===== config.mk =====
export PLATFORM = sky130hd
export DESIGN_NAME = obstacle_scroller
export DESIGN_NICKNAME = d
export VERILOG_FILES = /design/src/rtl/obstacle_scroller.sv
export SDC_FILE = /design/constraint.sdc
export NUM_CORES = 1
export LEC_CHECK = 0
export ABC_CLOCK_PERIOD_IN_PS = 2500
export BUFFER_PORTS_ARGS = -buffer_cell sky130_fd_sc_hd__buf_4
export CORE_MARGIN = 1
export CORE_UTILIZATION = 40
export CTS_CLUSTER_SIZE = 14
export DETAILED_ROUTE_END_ITERATION = 7
export GPL_TIMING_DRIVEN = 0
export PLACE_DENSITY = 0.7
export REMOVE_ABC_BUFFERS = 1
export SLEW_MARGIN = 20
export SYNTH_ARGS = -nofsm -noshare
export SYNTH_HDL_FRONTEND = slang
export SYNTH_SLANG_ARGS = --single-unit

===== constraint.sdc =====
create_clock -name clk -period 2.5 [get_ports clk]
set_input_delay 0.5 -clock clk [delete_from_list [all_inputs] [get_ports clk]]
set_output_delay 0.5 -clock clk [all_outputs]
set_load 0.01 [all_outputs]

===== src/rtl/obstacle_scroller.sv =====
// Scrolls one obstacle column right-to-left, handshakes with the gap position
// sequencer at the left edge, and renders a registered per-pixel obstacle flag.
// Optional: define OBS_SPEEDUP_EN to raise the step by 1 every 8 passes (max 8).
module obstacle_scroller #(
  parameter int H_RES = 640,
  parameter int OBS_W = 40,
  parameter int GAP_H = 120,
  parameter int STEP  = 2
) (
  input  logic       clk,
  input  logic       rst,
  input  logic       enable,
  input  logic       frame_tick,
  input  logic [9:0] i_posy,
  input  logic [9:0] pixel_x,
  input  logic [9:0] pixel_y,
  output logic       change,
  output logic [9:0] obs_x,
  output logic [9:0] gap_top,
  output logic       o_obstacle,
  output logic [7:0] o_score
);

  typedef enum logic [2:0] {IDLE, WAIT, LOAD, MOVE, REQ} state_t;

  localparam logic [9:0]  H_RES_V = 10'(H_RES);
  localparam logic [10:0] OBS_W_V = 11'(OBS_W);
  localparam logic [10:0] GAP_H_V = 11'(GAP_H);

  state_t     state, state_nxt;
  logic       settle_cnt;
  logic [9:0] step;
  logic       tick_en;
  logic       at_edge;
  logic       pass_done;

`ifdef OBS_SPEEDUP_EN
  logic [3:0] step_q;
  assign step = {6'd0, step_q};
`else
  assign step = 10'(STEP);
`endif

  assign tick_en   = frame_tick & enable;
  assign at_edge   = (obs_x < step);
  assign pass_done = (state == MOVE) && tick_en && at_edge;

  always_comb begin
    state_nxt = state;
    change    = 1'b0;
    case (state)
      IDLE: if (enable) state_nxt = WAIT;
      WAIT: if (settle_cnt) state_nxt = LOAD;
      LOAD: state_nxt = MOVE;
      MOVE: if (tick_en && at_edge) state_nxt = REQ;
      REQ: begin
        change    = 1'b1;
        state_nxt = WAIT;
      end
      default: state_nxt = IDLE;
    endcase
  end

  always_ff @(posedge clk or posedge rst) begin
    if (rst) begin
      state      <= IDLE;
      settle_cnt <= 1'b0;
      obs_x      <= H_RES_V;
      gap_top    <= 10'd0;
      o_score    <= 8'd0;
`ifdef OBS_SPEEDUP_EN
      step_q     <= 4'(STEP);
`endif
    end else begin
      state <= state_nxt;
      // Two-cycle settle: counter toggles 0 -> 1 while waiting, leaves on 1
      settle_cnt <= (state == WAIT) ? ~settle_cnt : 1'b0;
      if (state == LOAD) begin
        gap_top <= i_posy;
        obs_x   <= H_RES_V;
      end else if ((state == MOVE) && tick_en && !at_edge) begin
        obs_x <= obs_x - step;
      end
      if (pass_done && (o_score != 8'hFF)) begin
        o_score <= o_score + 8'd1;
`ifdef OBS_SPEEDUP_EN
        if ((o_score[2:0] == 3'd7) && (step_q < 4'd8)) step_q <= step_q + 4'd1;
`endif
      end
    end
  end

  // Render stage: sums widened to 11 bits so column/gap ends never wrap
  logic [10:0] x_end, gap_end;
  logic        obstacle_p0;

  assign x_end   = {1'b0, obs_x} + OBS_W_V;
  assign gap_end = {1'b0, gap_top} + GAP_H_V;
  assign obstacle_p0 = (state != IDLE)
                    && (pixel_x >= obs_x)
                    && ({1'b0, pixel_x} < x_end)
                    && ((pixel_y < gap_top) || ({1'b0, pixel_y} >= gap_end));

  always_ff @(posedge clk or posedge rst) begin
    if (rst) o_obstacle <= 1'b0;
    else     o_obstacle <= obstacle_p0;
  end

endmodule


# Yosys cells after proc, flatten, opt, wreduce, memory -nomap -nowiden

Index checks and enable logic that the tools add are counted.

Register bits after elaboration: 33
Bits in latches: 0
Bits in writable memories: 0
Memory bits (read-only): 0
Input bits: 34
Output and inout bits: 30
Word-level logic and storage cells: 47
Memories: 0

Add/sub/neg operators: 4
$mul: 0
Div/mod/pow operators: 0
Order comparisons: 5
Equality and inequality tests: 8
Shifts and indexed selects: 0
Muxes and demuxes: 8
Bitwise gates (word level): 2
Reductions and logical operators: 14

Operator list:

| cell                  | number |
|---|---|
| $mux 10               | 2 |
| $pmux 3 s5            | 1 |
| $add 10x6->11 const B | 1 |
| $add 10x7->11 const B | 1 |
| $ge 10x11->1          | 1 |
| $lt 10x11->1          | 1 |
| $ge 10x10->1          | 1 |
| $lt 10x10->1          | 1 |
| $lt 10x2->1 const B   | 1 |
| $sub 10x2->10 const B | 1 |
| $mux 3                | 3 |
| $add 8x1->8 const B   | 1 |
| $logic_and 1x1->1     | 8 |
| $ne 8x8->1 const B    | 1 |
| $eq 3x2->1 const B    | 2 |
| $ne 2x2->1 const B    | 3 |
| $eq 3x1->1 const B    | 1 |
| $eq 3x3->1 const B    | 1 |
| $logic_not 3->1       | 1 |
| $reduce_and 3->1      | 1 |
| $reduce_bool 3->1     | 1 |
| $mux 1                | 2 |
| $reduce_bool 2->1     | 1 |
| $and 1x1->1           | 1 |
| other kinds (3)       | 3 |

# Depth between registers and ports, before layout

Depth after elaboration: 5
Gate-level depth with buffers: 10

# Worst setup path before layout

Ideal clock, no wire load.

Path kind: register -> register
From: register obs_x[5]
To: register o_score[1]
Library setup time: 0.128 ns
Data arrival time: 2.022 ns
Setup slack: 0.350 ns
Cell stages (with the launch flop): 6
Buffers on the path: 1
Period minus slack after synthesis: 2.150 ns
Path through: dfrtp_1 -> buf_6 -> or4_4 -> nor3_4 -> nor3b_4 -> mux2_1

Word-level cells in the longest chain between the ends: 3

RTL lines:

| item                   | RTL line | text |
|---|---|---|
| from (decl)            | 18       | `output logic [9:0] obs_x,` |
| from (signal assigned) | 82       | `obs_x <= obs_x - step;` |
| $lt 10x2->1            | 45       | `assign at_edge = (obs_x < step);` |
| $logic_and 1x1->1      | 46       | `assign pass_done = (state == MOVE) && tick_en && at_edge;` |
| $logic_and 1x1->1      | 84       | `if (pass_done && (o_score != 8'hFF)) begin` |
| to (signal assigned)   | 85       | `o_score <= o_score + 8'd1;` |
| to (decl)              | 21       | `output logic [7:0] o_score` |

Every way passes these cells.
A chain may end at the register's enable or synchronous reset.

# Worst setup path after layout

Same ends and word-level chain as after synthesis.

==> impl_results.md <==
* Clock Path Buffers at 2
* Dpl hpwl at 4360 um
* Sequential share of the synthesized area at 33.6%
* Critical path required time at 2.67 ns
* Cell Pwr Density at 1030 mW/mm^2
* Number of I/O pins at 64
* ANT cells at 0
* Num CTS Buffers at 5
* Worst setup SP type: flip-flop
* Die X at 79.3 um
* Initial detailed-routing violation count at 52
* Number of remaining DRC errors at 0
* NumNets Final at 393
* Arrival time worst endpoint at 2.46 ns
* GRT Total Usage at 18.8%
* CTS tree: yes
* CP max stage cell: or4_4
* CTS clk-pin slew, worst paths at 0.07 ns
* Fin crit share at 91.4%
* Fin Hold WS at 0.323 ns
* Clk_lat worst skew at 0.28 ns
* RePlAce Congestion at 0.829
* Worst-case reg-to-reg path depth at 4
* Delay-heaviest family, CP: simple AND/OR/NAND/NOR gates
* Outcome: finished clean
* Synth top area cells: dfrtp_1, ha_1, xnor2_1
* Via density at 5.29
* Setup crit end kind: flip-flop
* Max_cap viols at 0
* Fraction of registers with async set or reset after synthesis at 100%
* FP Rows at 27
* Share of layout cells above drive strength 1 at 26.1%
* Vias in the first global route at 2101
* Drt pass-1 iters at 4
* Setup CP Type: flip-flop to flip-flop
* Die area at 0.00629 mm^2
* Worst-Margin Slew at 0.683 ns
* CP Cell Sequence: or4_4 > nor3_4 > nor3b_4 > mux2_1
* Synth cell types at 42
* Flop-to-flop setup slack at 0.22 ns
* Buffers & Inverters on Critical Path at 0
* Pin count of the biggest net entering global routing at 33
* Post-Syn Area at 0.00239 mm^2
* Footprint of the multi-input gates at 0.00149 mm^2
* FMAX at 0.438 GHz
* Core area at 0.00564 mm^2
* Hold-fix buffers, CTS at 0
* Port Buffer Count at 61
* Detail Route Antenna Nets at 0
* First-pass GRT wire length at 9320 um
* Most frequent cells in the layout: buf_4, ha_1, dfrtp_1
* Min Tclk post-route at 2.28 ns
* Initial core utilization at 42.4%
* Peak supply drop at 0.470 mV
* Fin. Hold Viols at 0
* Most common cell after layout, fill and taps aside: buf_4
* Leakage at 1.49 nW
* Postcts setup bufs at 0
* Fillcell total at 551
* Mapped Avg Cell Area at 9.23 um^2
* Wirelength per Cell at 13.8 um
* Flops & latches, synth at 32
* Post-synth top area share at 31.4%
* Number of flops mapped to enable cells by yosys at 0
* Root buf cell: clkbuf_8
* Initial antenna violation count at 0
* Global route overflow at 0
* Clk sinks at 32
* Yosys top cell by area: dfrtp_1
* Cells after synthesis at 259
* Die height at 79.3 um
* Slew Limit Fails at 0
* Worst Skew at 0.00453 ns
* RSZ-0062 raised after global routing: no
* Routed via count at 2086
* Synth-to-layout area growth at 27.2%
* Critical Path Max Stage Delay at 0.60 ns
* Post-layout util at 53.9%
* Primary FF master, synth: dfrtp_1
* Peak fanout along the critical path at 10
* Syn. warnings at 0
* Final count of negative-setup-slack endpoints at 0
* CTS H-tree depth at 2
* Rel. slew slack at 54.4%
* Total wire length at 5450 um
* Register area at 805 um^2
* Post-route setup TNS at 0 ns
* Hold WC Path Type: input port to async pin
* Crit path depth at 4
## power breakdown
group          switching [mW]  internal [mW]
Clock                   0.196          0.220
Sequential              0.227          0.689
Combinational           0.915          0.892
Total                    1.34           1.80
## sequential cells by signal, summed over array words and instances (netlist names)
register,count
gap_top,10
obs_x,9
o_score,8
state,3
o_obstacle,1
settle_cnt,1
## synth_stat cells (2+ instances only)
cell and n:
nor3b_1 2, o21ai_0 12, nand4_1 6, nor4_1 3
nor2b_1 3, nand3_1 8, nor3_1 7, dfstp_2 2
and4_1 2, or4_4 2, nand2_1 22, o21ai_1 4
o22ai_1 2, nor2_1 14, a21o_1 2, and3_1 2
o211ai_1 4, xnor2_1 21, inv_1 25, dfrtp_1 30
clkbuf_1 5, nand2b_1 3, ha_1 38, xor2_1 2
o21a_1 4, a211oi_1 5, a21oi_1 13, o2111ai_1 2
## cell type report
| type | instances | area share (%) |
|---|---|---|
| Clock buffer | 6 | 2.72 |
| Sequential cell | 32 | 26.5 |
| Inverter | 25 | 3.09 |
| Multi-Input combinational cell | 195 | 48.9 |
| Timing Repair Buffer | 62 | 15.6 |
| Tap cell | 72 | 2.96 |
| Clock inverter | 2 | 0.329 |
## worst paths after layout
check | start | end
max reg2reg | obs_x[5] | o_score[1]
max | obs_x[5] | o_score[1]
min reg2reg | o_score[7] | o_score[7]
min in group clk | i_posy[0] | gap_top[0]
min | rst | gap_top[0]
max in group asynchronous | rst | gap_top[3]
## what timing repair did
item | in CTS | in global routing
endpoints found under the setup margin | 0 | 1
endpoints found under the hold margin | 0 | 0
resized for setup | 0 | 7
## layer usage
| metal | wire [um] | part of all wire, % | global-route usage, % |
|---|---|---|---|
| met1 | 2440 | 45 | 22.6 |
| met2 | 2730 | 50 | 33.3 |
| met3 | 239 | 4.4 | 4.37 |
| met4 | 42 | 0.77 | 4.91 |
| met5 | 0 | 0 | 0 |
## logic make-up after synthesis
kind of cell,after synthesis,synth area share (%)
compound gates,54,14.3
buf+inv,32,5.49
mux,2,0.890
simple gates,77,17.3
fa+ha+maj,38,19.9
xor+xnor,23,8.43
flops,32,33.6
other cells,1,0.157
## metrics by stage
stage,instances,cell area (um^2),setup WS (ns),power [mW]
6_report,394,3040,0.216,3.14
5_1_grt,394,3040,0.0490,3.46
3_5_place_dp,386,2920,0.136,2.68
4_1_cts,394,3010,0.112,3.11
2_1_floorplan,252,2350,0.382,2.07
3_3_place_gp,385,2900,0.158,2.61
## worst reg2reg max path: cells and delay by family (launching register included)
family           cells  cell delay (ns)
DFF                  1             0.50
muxes                1             0.36
and+or+nand+nor      3             1.31
Power figures use the tool's default switching activity.
